### src/rtl/core_pkg.sv
// Shared core definitions: datapath width, reset fetch address and the
// prefetch-queue entry layout used between fetch and decode.
// Latency: n/a (types and constants only). Backpressure: n/a.
package core_pkg;

  localparam int              XLEN             = 32;
  localparam logic [XLEN-1:0] RESET_PC_DEFAULT = '0;
  localparam int              ILEN_BYTES       = 4;

  // One fetched instruction together with the address it came from.
  typedef struct packed {
    logic [XLEN-1:0] pc;
    logic [XLEN-1:0] instr;
  } fetch_entry_t;

endpackage

### src/rtl/sync_fifo.sv
// Generic synchronous FIFO with occupancy count and a single-cycle clear.
// Latency: a pushed word is visible at head the cycle after the push.
// Backpressure: push is ignored when full unless a pop happens the same cycle.
//
// Ports: clk/rst (sync, active-high), clear (empty the FIFO), push/push_data,
//        pop, head (current oldest word), count, empty, full.
module sync_fifo #(
  parameter int   WIDTH = 8,
  parameter int   DEPTH = 4,
  localparam int  AW    = (DEPTH > 1) ? $clog2(DEPTH) : 1,
  localparam int  CW    = $clog2(DEPTH + 1)
) (
  input  logic             clk,
  input  logic             rst,
  input  logic             clear,
  input  logic             push,
  input  logic [WIDTH-1:0] push_data,
  input  logic             pop,
  output logic [WIDTH-1:0] head,
  output logic [CW-1:0]    count,
  output logic             empty,
  output logic             full
);

  logic [WIDTH-1:0] mem [DEPTH];
  logic [AW-1:0]    rd_ptr;
  logic [AW-1:0]    wr_ptr;
  logic             do_push;
  logic             do_pop;

  // Explicit wrap keeps non-power-of-two depths (e.g. one outstanding) legal.
  function automatic logic [AW-1:0] ptr_inc(input logic [AW-1:0] p);
    return (p == AW'(DEPTH - 1)) ? '0 : p + 1'b1;
  endfunction

  assign empty   = (count == '0);
  assign full    = (count == CW'(DEPTH));
  assign do_pop  = pop && !empty;
  // When full, a simultaneous pop frees the slot the write lands in.
  assign do_push = push && (!full || do_pop);
  assign head    = mem[rd_ptr];

  always_ff @(posedge clk) begin
    if (rst || clear) begin
      rd_ptr <= '0;
      wr_ptr <= '0;
      count  <= '0;
    end else begin
      if (do_push) wr_ptr <= ptr_inc(wr_ptr);
      if (do_pop)  rd_ptr <= ptr_inc(rd_ptr);
      case ({do_push, do_pop})
        2'b10:   count <= count + 1'b1;
        2'b01:   count <= count - 1'b1;
        default: count <= count;
      endcase
    end
  end

  // Storage is not reset; readers only look at head while non-empty.
  always_ff @(posedge clk) begin
    if (do_push) mem[wr_ptr] <= push_data;
  end

endmodule

### src/rtl/fetch_unit.sv
// Instruction fetch with a prefetch queue, pipelined imem requests and redirect flush.
// Latency: response reaches decode the cycle after it arrives; first request the cycle after reset.
// Backpressure: out_ready low holds the head; issue stops once queue+outstanding credits run out.
//
// Ports: clk, rst (sync, active-high); redirect_valid/redirect_pc from EX;
//        imem_req_valid/ready/addr and imem_rsp_valid/data to instruction memory;
//        out_valid/ready/pc/instr to decode; debug_fetch_pc = next address to request.
module fetch_unit #(
  parameter int                 XLEN            = core_pkg::XLEN,
  parameter logic [XLEN-1:0]    RESET_PC        = core_pkg::RESET_PC_DEFAULT,
  parameter int                 QUEUE_DEPTH     = 4,
  parameter int                 MAX_OUTSTANDING = 2
) (
  input  logic            clk,
  input  logic            rst,
  input  logic            redirect_valid,
  input  logic [XLEN-1:0] redirect_pc,
  output logic            imem_req_valid,
  input  logic            imem_req_ready,
  output logic [XLEN-1:0] imem_req_addr,
  input  logic            imem_rsp_valid,
  input  logic [XLEN-1:0] imem_rsp_data,
  output logic            out_valid,
  input  logic            out_ready,
  output logic [XLEN-1:0] out_pc,
  output logic [XLEN-1:0] out_instr,
  output logic [XLEN-1:0] debug_fetch_pc
);

  import core_pkg::*;

  // Queue entries use the shared fetch_entry_t layout, so XLEN tracks the package width.
  localparam int OW = $clog2(MAX_OUTSTANDING + 1);
  localparam int QW = $clog2(QUEUE_DEPTH + 1);
  localparam int SW = QW + 1;

  logic [XLEN-1:0] fetch_pc;
  logic [OW-1:0]   outstanding;
  logic [OW-1:0]   discard;
  logic [OW-1:0]   outstanding_after_rsp;
  logic [SW-1:0]   credits_used;

  logic            rsp_ok;
  logic            accept;
  logic            drop;
  logic            q_push;
  logic            q_pop;

  fetch_entry_t    q_in;
  fetch_entry_t    q_head;
  logic [QW-1:0]   q_count;
  logic            q_empty;
  logic            q_full;

  logic [XLEN-1:0] inflight_pc;
  logic [OW-1:0]   pf_count;
  logic            pf_empty;
  logic            pf_full;

  // A response with nothing outstanding is a protocol error and is ignored.
  assign rsp_ok = imem_rsp_valid && (outstanding != '0);

  // Every outstanding request owns a queue slot, so the queue can never overflow.
  assign credits_used   = SW'(q_count) + SW'(outstanding);
  assign imem_req_valid = !rst && !redirect_valid
                          && (outstanding < OW'(MAX_OUTSTANDING))
                          && (credits_used < SW'(QUEUE_DEPTH));
  assign imem_req_addr  = fetch_pc;
  assign accept         = imem_req_valid && imem_req_ready;

  assign outstanding_after_rsp = outstanding - OW'(rsp_ok);

  // Stale responses (pending discard, or arriving in the redirect cycle) never enter the queue.
  assign drop   = redirect_valid || (discard != '0);
  assign q_push = rsp_ok && !drop;
  assign q_pop  = out_valid && out_ready;

  assign q_in.pc    = inflight_pc;
  assign q_in.instr = imem_rsp_data;

  always_ff @(posedge clk) begin
    if (rst) begin
      fetch_pc    <= RESET_PC;
      outstanding <= '0;
      discard     <= '0;
    end else begin
      outstanding <= outstanding_after_rsp + OW'(accept);
      if (redirect_valid) begin
        fetch_pc <= redirect_pc & ~XLEN'(ILEN_BYTES - 1);
        // Everything still in flight after this cycle belongs to the old path.
        discard  <= outstanding_after_rsp;
      end else begin
        if (accept)                 fetch_pc <= fetch_pc + XLEN'(ILEN_BYTES);
        if (rsp_ok && discard != '0) discard <= discard - 1'b1;
      end
    end
  end

  // Prefetch queue: cleared on redirect; a pop in that cycle still completes for decode.
  sync_fifo #(
    .WIDTH ($bits(fetch_entry_t)),
    .DEPTH (QUEUE_DEPTH)
  ) u_queue (
    .clk       (clk),
    .rst       (rst),
    .clear     (redirect_valid),
    .push      (q_push),
    .push_data (q_in),
    .pop       (q_pop),
    .head      (q_head),
    .count     (q_count),
    .empty     (q_empty),
    .full      (q_full)
  );

  // In-flight PCs are never flushed: stale entries drain as their responses return.
  sync_fifo #(
    .WIDTH (XLEN),
    .DEPTH (MAX_OUTSTANDING)
  ) u_inflight (
    .clk       (clk),
    .rst       (rst),
    .clear     (1'b0),
    .push      (accept),
    .push_data (fetch_pc),
    .pop       (rsp_ok),
    .head      (inflight_pc),
    .count     (pf_count),
    .empty     (pf_empty),
    .full      (pf_full)
  );

  assign out_valid      = !q_empty;
  assign out_pc         = out_valid ? q_head.pc    : '0;
  assign out_instr      = out_valid ? q_head.instr : '0;
  assign debug_fetch_pc = fetch_pc;

  a_rsp_protocol: assert property (@(posedge clk) disable iff (rst)
    !(imem_rsp_valid && outstanding == '0));
  a_queue_no_overflow: assert property (@(posedge clk) disable iff (rst)
    !(q_push && q_full && !q_pop));
  a_inflight_tracks: assert property (@(posedge clk) disable iff (rst)
    pf_count == outstanding);
  a_inflight_no_underflow: assert property (@(posedge clk) disable iff (rst)
    !(rsp_ok && pf_empty));
  a_inflight_no_overflow: assert property (@(posedge clk) disable iff (rst)
    !(accept && pf_full));

endmodule

### config.mk
export PLATFORM = sky130hd
export DESIGN_NAME = fetch_unit
export DESIGN_NICKNAME = d
export VERILOG_FILES = /design/src/rtl/core_pkg.sv /design/src/rtl/sync_fifo.sv /design/src/rtl/fetch_unit.sv
export SDC_FILE = /design/constraint.sdc
export NUM_CORES = 1
export LEC_CHECK = 0
export CAP_MARGIN = 20
export CORE_ASPECT_RATIO = 2
export CORE_MARGIN = 2
export CORE_UTILIZATION = 45
export CTS_CLUSTER_DIAMETER = 60
export DETAILED_ROUTE_END_ITERATION = 16
export GPL_TIMING_DRIVEN = 1
export MAX_ROUTING_LAYER = met4
export PLACE_DENSITY = 0.67
export SLEW_MARGIN = 20
export SYNTH_ARGS = -nofsm -noshare
export SYNTH_HDL_FRONTEND = slang
export SYNTH_HIERARCHICAL = 1
export SYNTH_SLANG_ARGS = --single-unit
export TNS_END_PERCENT = 10
### constraint.sdc
create_clock -name clk -period 7.2 [get_ports clk]
set_clock_uncertainty 0.1 [all_clocks]
set_input_delay 1.44 -clock clk [delete_from_list [all_inputs] [get_ports clk]]
set_output_delay 1.44 -clock clk [all_outputs]
set_load 0.005 [all_outputs]
# After elaboration in Yosys (flattened, before gate mapping)
# Memories as Yosys holds them, arrays and structs flattened. A register that Yosys moved wholly into a read port is not among the register bits.
# Index checks and enable logic that the tools add are counted.
# op_classes
addsub	13
mul	0
div	0
magnitude_cmp	2
n_eq_ne	8
shift	0
n_mux	20
n_bitwise	0
n_reduce_logical	32
# op_table
op	count
$mux 32	4
$add 32x3->32 const B	1
$logic_and 1x1->1	12
$mux 2	6
$reduce_bool 2->1	6
$eq 2x2->1 const B	5
$mux 1	8
$logic_not 1->1	7
$add 2x1->2 const B	3
$pmux 3 s2	1
$add 3x2->4	1
$eq 2x1->1 const B	2
$logic_or 1x1->1	4
$lt 4x3->1 const B	1
$pmux 2 s2	1
$sub 2x1->2 const B	2
$add 3x1->3 const B	1
$eq 3x3->1 const B	1
$logic_not 3->1	1
$sub 3x1->3 const B	1
$add 1x1->1 const B	2
$add 2x1->2	1
$logic_not 2->1	1
$lt 2x2->1 const B	1
other kinds (2)	2
# word_totals
reg_bits	47
latch_bits	0
ram_bits	320
romBits	0
inputBits	70
out_inout_bits	130
wordCells	87
mem_count	2
# memory_table
name	words	word_bits	rd	rd_ports_with_merged_regs	wr	line	text
u_queue.mem	4	64	1	1	1	sync_fifo.sv:25	logic [WIDTH-1:0] mem [DEPTH];
u_inflight.mem	2	32	1	1	1	sync_fifo.sv:25	

# Longest topological paths before layout
# Gate-level depths: netlist (run 1).
# logic_depth
ltp_word	8
depth_mapped	9
mapped_depth_nobuf	8

# Hierarchy
# The synthesis (run 1) kept the hierarchy.
# modules_own_cells
mod	instances	cells_per_inst	area_per_inst_um2	seq_area_each_um2
sync_fifo at u_queue	1	392	9749.4	7867.5
fetch_unit	1	377	2783.9	680.7
sync_fifo at u_inflight	1	130	2577.5	2021.9

# Least setup slack after synthesis (run 1)
# OpenSTA, ideal clock, no wires.
# synth_timing
path_kind	input to register
start	input port redirect_valid
end	memory u_queue/mem[0][0] (netlist bit) (enable)
setup_time_ps	429
arrival_time_ps	3920
t_required_ps	6671
path_slack_ps	2752
path_stages	6
n_path_buf	2
path_cell_list	buf_2 inv_1 and3_1 buf_2 nor2b_1 and2_1
# synth_between
elab_chain_len	6
# synth_lines
element	line	text
from (decl)	fetch_unit.sv:16	input logic redirect_valid,
$logic_or 1x1->1	fetch_unit.sv:74	assign drop = redirect_valid || (discard != '0);
$logic_not 1->1	fetch_unit.sv:75	assign q_push = rsp_ok && !drop;
$logic_and 1x1->1	fetch_unit.sv:75	
named net q_push	fetch_unit.sv:46	logic q_push;
$logic_and 1x1->1	sync_fifo.sv:40	assign do_push = push && (!full || do_pop);
$mux 1	sync_fifo.sv:61	if (do_push) mem[wr_ptr] <= push_data;
$mux 1 (implied by the code)	sync_fifo.sv:61	
to (decl)	sync_fifo.sv:25	
# The timed path passes the listed nets, and every way through them passes these cells.

==> results.py, run 1 <==
metrics = {
    "detailed_routing": {
        "drt-total-wl_um": 31700,
        "first_pass_iters": 5,
        "routed_via_density": 5.44,
        "route.vias.total": 8285,
        "postRouteAntennaNets": 0,
        "avgRoutedWirePerCell_um": 20.8,
        "drc_errors": 0,
        "drtIter0Drc": 434,
    },
    "clock_network": {
        "worstSkewPairLatency_ns": 0.57,
        "numCtsBuffers": 31,
        "clock_sinks": 368,
        "clockRootBuffer": "clkbuf_16",
        "post_cts_buffers": 0,
        "cts_tree": "done",
        "cts.clk_slew.worst_paths_ns": 0.07,
        "htree_num_levels": 1,
        "cts_buffer_depth": 3,
        "ctsResizeCount": 0,
        "postCtsHoldBufs": 0,
    },
    "timing": {
        "setup_viol": 0,
        "grt_setup_unrepaired": "no",
        "fin_crit_sh_pct": 67.7,
        "setup_tns_ns": 0,
        "relSlewSlack_pct": 28.2,
        "max_freq_mhz": 205,
        "final-hold-violation-count": 0,
        "fin_crit_ns": 4.88,
        "worst_slew_pin_slew_ns": 1.07,
        "setup_ws_ns": 2.32,
        "slew_viol_final": 0,
    },
    "global_route": {
        "grt_max_degree": 66,
        "antenna_found_initial": 0,
        "grt_pass1_wl_um": 48700,
        "grt_pass1_vias": 8649,
        "grtUsageTotal_pct": 18.5,
        "grt_overflow": 0,
    },
    "floorplanning": {
        "core_sq_um": 32900,
        "die_area_sq_um": 35100,
        "dieWidth_um": 134,
        "row_count": 94,
        "initial_core_util_pct": 45.8,
        "ios": 200,
        "die_y_um": 263,
    },
    "logic_synthesis": {
        "synth_area_sq_um": 15100,
        "ys_warn_count": 6,
        "syn_inst": 896,
        "syn_avg_cell_area_sq_um": 16.8,
    },
    "placement": {
        "port-buffer-count": 193,
        "dpl-instance-area_sq_um": 17200,
        "dp_slack_ns": 2.12,
        "gp_congestion": 0.810,
        "hpwl_um": 19100,
    },
    "worst_hold_path": {
        "hp-class": "reg -> reg",
    },
    "status": {
        "status": "finished clean",
    },
    "critical_path": {
        "crit_type": "reg -> out",
        "cpPeakStageDelay_ns": 0.90,
        "crit_required_ns": 5.66,
        "cp-end-kind": "output pin",
        "critical_path.slowest_cell": "dfxtp_4",
        "critPathMaxFanout": 39,
        "critPathArrivalTime_ns": 3.34,
        "crit_path_cell_trace": "buf_4, mux4_2, nor2b_1, clkdlybuf4s50_1",
        "rrSetupSlack_ns": 3.74,
        "start_kind": "flop",
    },
    "flow_run": {
        "maxCapViolCount": 0,
    },
    "finish": {
        "area_growth_pct": 21.1,
        "num_antenna_cells": 0,
        "drive_above_1_share_pct": 16.5,
        "design_area_sq_um": 18300,
        "fillers": 2622,
        "fin_nets": 1147,
    },
    "power": {
        "p_per_area_nw_per_um2": 245,
        "peakVddDrop_uv": 181,
        "power_leakage_nw": 5.78,
        "p_total_mw": 4.48,
    },
}
## critical path: cells and delay by family, from the launching register on
kind	cells	cell delay (ns)
DFF	1	0.90
and+or+nand+nor	1	0.18
buffers and inverters	2	1.10
muxes	1	0.56
## power breakdown
part           switching, mW  leakage [nW]  internal [mW]  total, mW
Combinational          0.166          1.98          0.171      0.337
Sequential            0.0515          3.29           2.41       2.46
Clock                  0.740         0.509          0.941       1.68
## routing by layer
metal / vias up / global-route usage (%) / wire, um
li1: 3779 / - / -
met1: 4222 / 19.9 / 12000
met2: 231 / 34.7 / 17700
met3: 53 / 2.04 / 1220
met4: 0 / 6.35 / 804
met5: - / - / 0
## final cells by class
cell class	count	area (sq um)	area share, %
clock inverters	12	72.6	0.397
repair buffers	198	1970	10.8
clock buffers	45	973	5.32
well taps	432	541	2.96
multi-input cells	445	4060	22.2
flip-flops and latches	368	10600	57.9
inverters	22	82.6	0.452
## registers in the layout (all words and copies together), names as in the netlist, named ones only
signal             cells
u_queue/count          3
u_queue/rd_ptr         2
u_inflight/wr_ptr      1
discard                2
u_inflight/rd_ptr      1
u_inflight/mem        64
u_inflight/count       2
u_queue/mem          256
outstanding            2
debug_fetch_pc        30
u_queue/wr_ptr         2
## per-stage QoR
stage	utilization, %	hold slack [ns]	std cells
after floorplan	-	0.395	909
after global placement	52.3	0.425	1465
after detailed placement	52.3	0.428	1465
after CTS	55.5	0.441	1522
after global routing	55.5	0.484	1522
final	55.5	0.446	1522
## final timing paths
| path | from | to | cells past startpoint |
|---|---|---|---|
| max | flop | out_pc[11] | 4 |
| min | u_queue/rd_ptr[0] | flop | 2 |
| max reg2reg | u_queue/count[1] | u_inflight/mem[0][29] | 7 |
| min reg2reg | u_queue/rd_ptr[0] | flop | 2 |
## placed cells by master, fill, tap and decap left out, types with 5 or more instances in the layout
| cell type | n |
|---|---|
| nand4_1 | 12 |
| clkbuf_16 | 35 |
| mux2_2 | 30 |
| nor3_1 | 13 |
| mux4_2 | 64 |
| nor4_1 | 5 |
| mux2i_1 | 5 |
| nand2_1 | 22 |
| a32oi_1 | 5 |
| a21oi_1 | 22 |
| o21a_1 | 5 |
| o21ai_0 | 17 |
| nor2b_1 | 69 |
| clkinv_2 | 6 |
| and3_1 | 7 |
| dfxtp_1 | 45 |
| inv_1 | 22 |
| nand3_1 | 19 |
| buf_4 | 5 |
| xor2_1 | 8 |
| a31oi_1 | 12 |
| edfxtp_1 | 320 |
| nor2_1 | 31 |
| ha_1 | 10 |
| clkbuf_8 | 6 |
| conb_1 | 14 |
| clkdlybuf4s50_1 | 193 |
No activity file was read; power rests on OpenSTA's default activity.
==> run 2, diff against run 1 <==
- clock period: 7.2 -> 4.7 ns (I/O delays scaled with it)
==> run 2 against run 1 <==
Net effect:
- hold slack better by 0.0082 ns
- die area unchanged
- sequential share of layout area down 0.31 points
- critical path type unchanged
- largest cell class unchanged
==> results.py, run 2 (synthesis gave the netlist of run 1 again) <==
metrics = {
    "critical_path": {
        "rr_startpoint": "outstanding[1]",
        "crit_type": "reg -> out",
        "critPathMaxFanout": 24,
        "crit_path_cell_trace": "buf_4, mux4_2, nor2b_1, clkdlybuf4s50_1",
        "critical_path.slowest_cell": "dfxtp_4",
        "cpPeakStageDelay_ns": 0.66,
        "path_buf_inv": 2,
        "rrSetupSlack_ns": 1.71,
        "rr_worst_depth": 6,
        "cp_top_family": "buffers and inverters",
        "cp-end-kind": "output pin",
        "r2r_end": "u_queue/mem[2][7]",
        "crit_required_ns": 3.66,
        "critPathArrivalTime_ns": 2.83,
        "start_kind": "flop",
    },
    "finish": {
        "layout_commonest_cell": "edfxtp_1",
        "top_register": "u_queue/mem",
        "stdcell_count": 1536,
        "area_growth_pct": 21.7,
        "final_cell_mix": "edfxtp_1, clkdlybuf4s50_1, nor2b_1",
        "largest_reg_flops": 256,
        "fin_nets": 1162,
        "drive_above_1_share_pct": 17.2,
        "num_antenna_cells": 0,
    },
    "detailed_routing": {
        "first_pass_iters": 5,
        "route.vias.total": 8238,
        "drc_errors": 0,
        "routed_via_density": 5.36,
        "postRouteAntennaNets": 0,
        "drt-total-wl_um": 30900,
        "avgRoutedWirePerCell_um": 20.1,
        "drtIter0Drc": 441,
    },
    "global_route": {
        "grtUsageTotal_pct": 18.2,
        "grt_overflow": 0,
        "grt_max_degree": 66,
        "antenna_found_initial": 0,
        "grt_pass1_vias": 8417,
        "grt_pass1_wl_um": 47700,
    },
    "power": {
        "peakVddDrop_uv": 265,
        "p_sw_mw": 1.44,
        "combPwrFrac_pct": 7.9,
        "p_int_mw": 5.31,
        "swShare_pct": 21.3,
        "power_leakage_nw": 5.84,
        "p_seq_share_pct": 55.7,
        "p_per_area_nw_per_um2": 367,
        "clockPowerShare_pct": 36.4,
    },
    "worst_hold_path": {
        "hold_depth": 2,
        "hp-class": "reg -> reg",
        "hp-start": "u_queue/rd_ptr[0]",
    },
    "clock_network": {
        "htree_num_levels": 1,
        "clock_sinks": 368,
        "cts_tree": "done",
        "post_cts_buffers": 0,
        "clockRootBuffer": "clkbuf_16",
        "ctsResizeCount": 0,
        "numCtsBuffers": 30,
        "cts_buffer_depth": 3,
        "cts.clk_slew.worst_paths_ns": 0.07,
        "worstSkewPairLatency_ns": 0.56,
        "postCtsHoldBufs": 0,
    },
    "timing": {
        "fin_crit_sh_pct": 82.2,
        "setup_viol": 0,
        "worst_slew_pin_slew_ns": 0.804,
        "relSlewSlack_pct": 46.4,
        "slew_viol_final": 0,
        "fin_crit_ns": 3.87,
        "setup_tns_ns": 0,
        "final-hold-violation-count": 0,
        "grt_setup_unrepaired": "no",
        "max_freq_mhz": 259,
    },
    "placement": {
        "hpwl_um": 20500,
        "gp_congestion": 0.819,
        "dpl.cell_count": 1481,
        "port-buffer-count": 193,
    },
    "floorplanning": {
        "die_area_sq_um": 35100,
        "core_sq_um": 32900,
        "die_y_um": 263,
        "row_count": 94,
        "dieWidth_um": 134,
        "initial_core_util_pct": 45.8,
        "ios": 200,
    },
    "status": {
        "status": "finished clean",
    },
    "flow_run": {
        "maxCapViolCount": 0,
    },
}
run 2: cell types whose count changed in the layout (fill, tap and decap cells not counted):
cell,change
buf_4,+12
clkbuf_16,-5
buf_12,+4
clkbuf_1,+3
clkinv_4,+3
clkinvlp_4,-3
bufinv_16,+2
clkbuf_8,-2
clkinv_1,+1
clkinv_2,-1
clkinv_8,+1
inv_6,-1
run 2: worst min-delay path: stages, from the launching register on:
cell     delay [ns]
dfxtp_1        0.33
a21oi_1        0.13
nor2_1         0.06
run 2: routing by layer:
layer | GRT usage, % | vias to the layer above | wire length (um)
met4 | 5.46 | 0 | 642
met1 | 18.6 | 4151 | 10900
met2 | 35.6 | 251 | 18000
li1 | - | 3802 | -
met3 | 2.16 | 34 | 1340
met5 | - | - | 0
run 2: power by group through the flow:
stage                     combinational [mW]  clock, mW  sequential, mW
after floorplan                        0.320          0            3.81
after global placement                 0.529          0            3.83
after detailed placement               0.536          0            3.83
after CTS                              0.541       2.53            3.76
after global routing                   0.581       2.64            3.77
final                                  0.531       2.46            3.76
run 2: layout make-up:
class | instances | area [sq um]
multi-input cells | 445 | 4060
repair buffers | 214 | 2140
clock buffers | 41 | 832
clock inverters | 14 | 143
flip-flops and latches | 368 | 10600
fillers | 2611 | 14600
inverters | 22 | 82.6
well taps | 432 | 541
run 2: stage by stage:
step | hold WS [ns] | util [%] | setup WS (ns) | instance area [sq um] | total power [mW]
after floorplan | 0.395 | - | 0.752 | 15100 | 4.13
after global placement | 0.420 | 52.8 | 0.763 | 17400 | 4.36
after detailed placement | 0.434 | 52.8 | 0.746 | 17400 | 4.37
after CTS | 0.446 | 55.8 | 0.704 | 18400 | 6.84
after global routing | 0.479 | 55.8 | 0.614 | 18400 | 7.00
final | 0.455 | 55.8 | 0.835 | 18400 | 6.75
run 2: worst max-delay path by stage:
stage | start | to | slack [ns] | cells after the start
after floorplan | redirect_valid | u_queue/mem[1][0] | 0.75 | 6
after global placement | imem_rsp_valid | u_queue/mem[0][10] | 0.76 | 7
after detailed placement | imem_rsp_valid | u_queue/mem[0][39] | 0.75 | 7
after CTS | flop | out_instr[26] | 0.70 | 4
after global routing | flop | out_instr[24] | 0.61 | 4
final | flop | out_instr[26] | 0.83 | 4
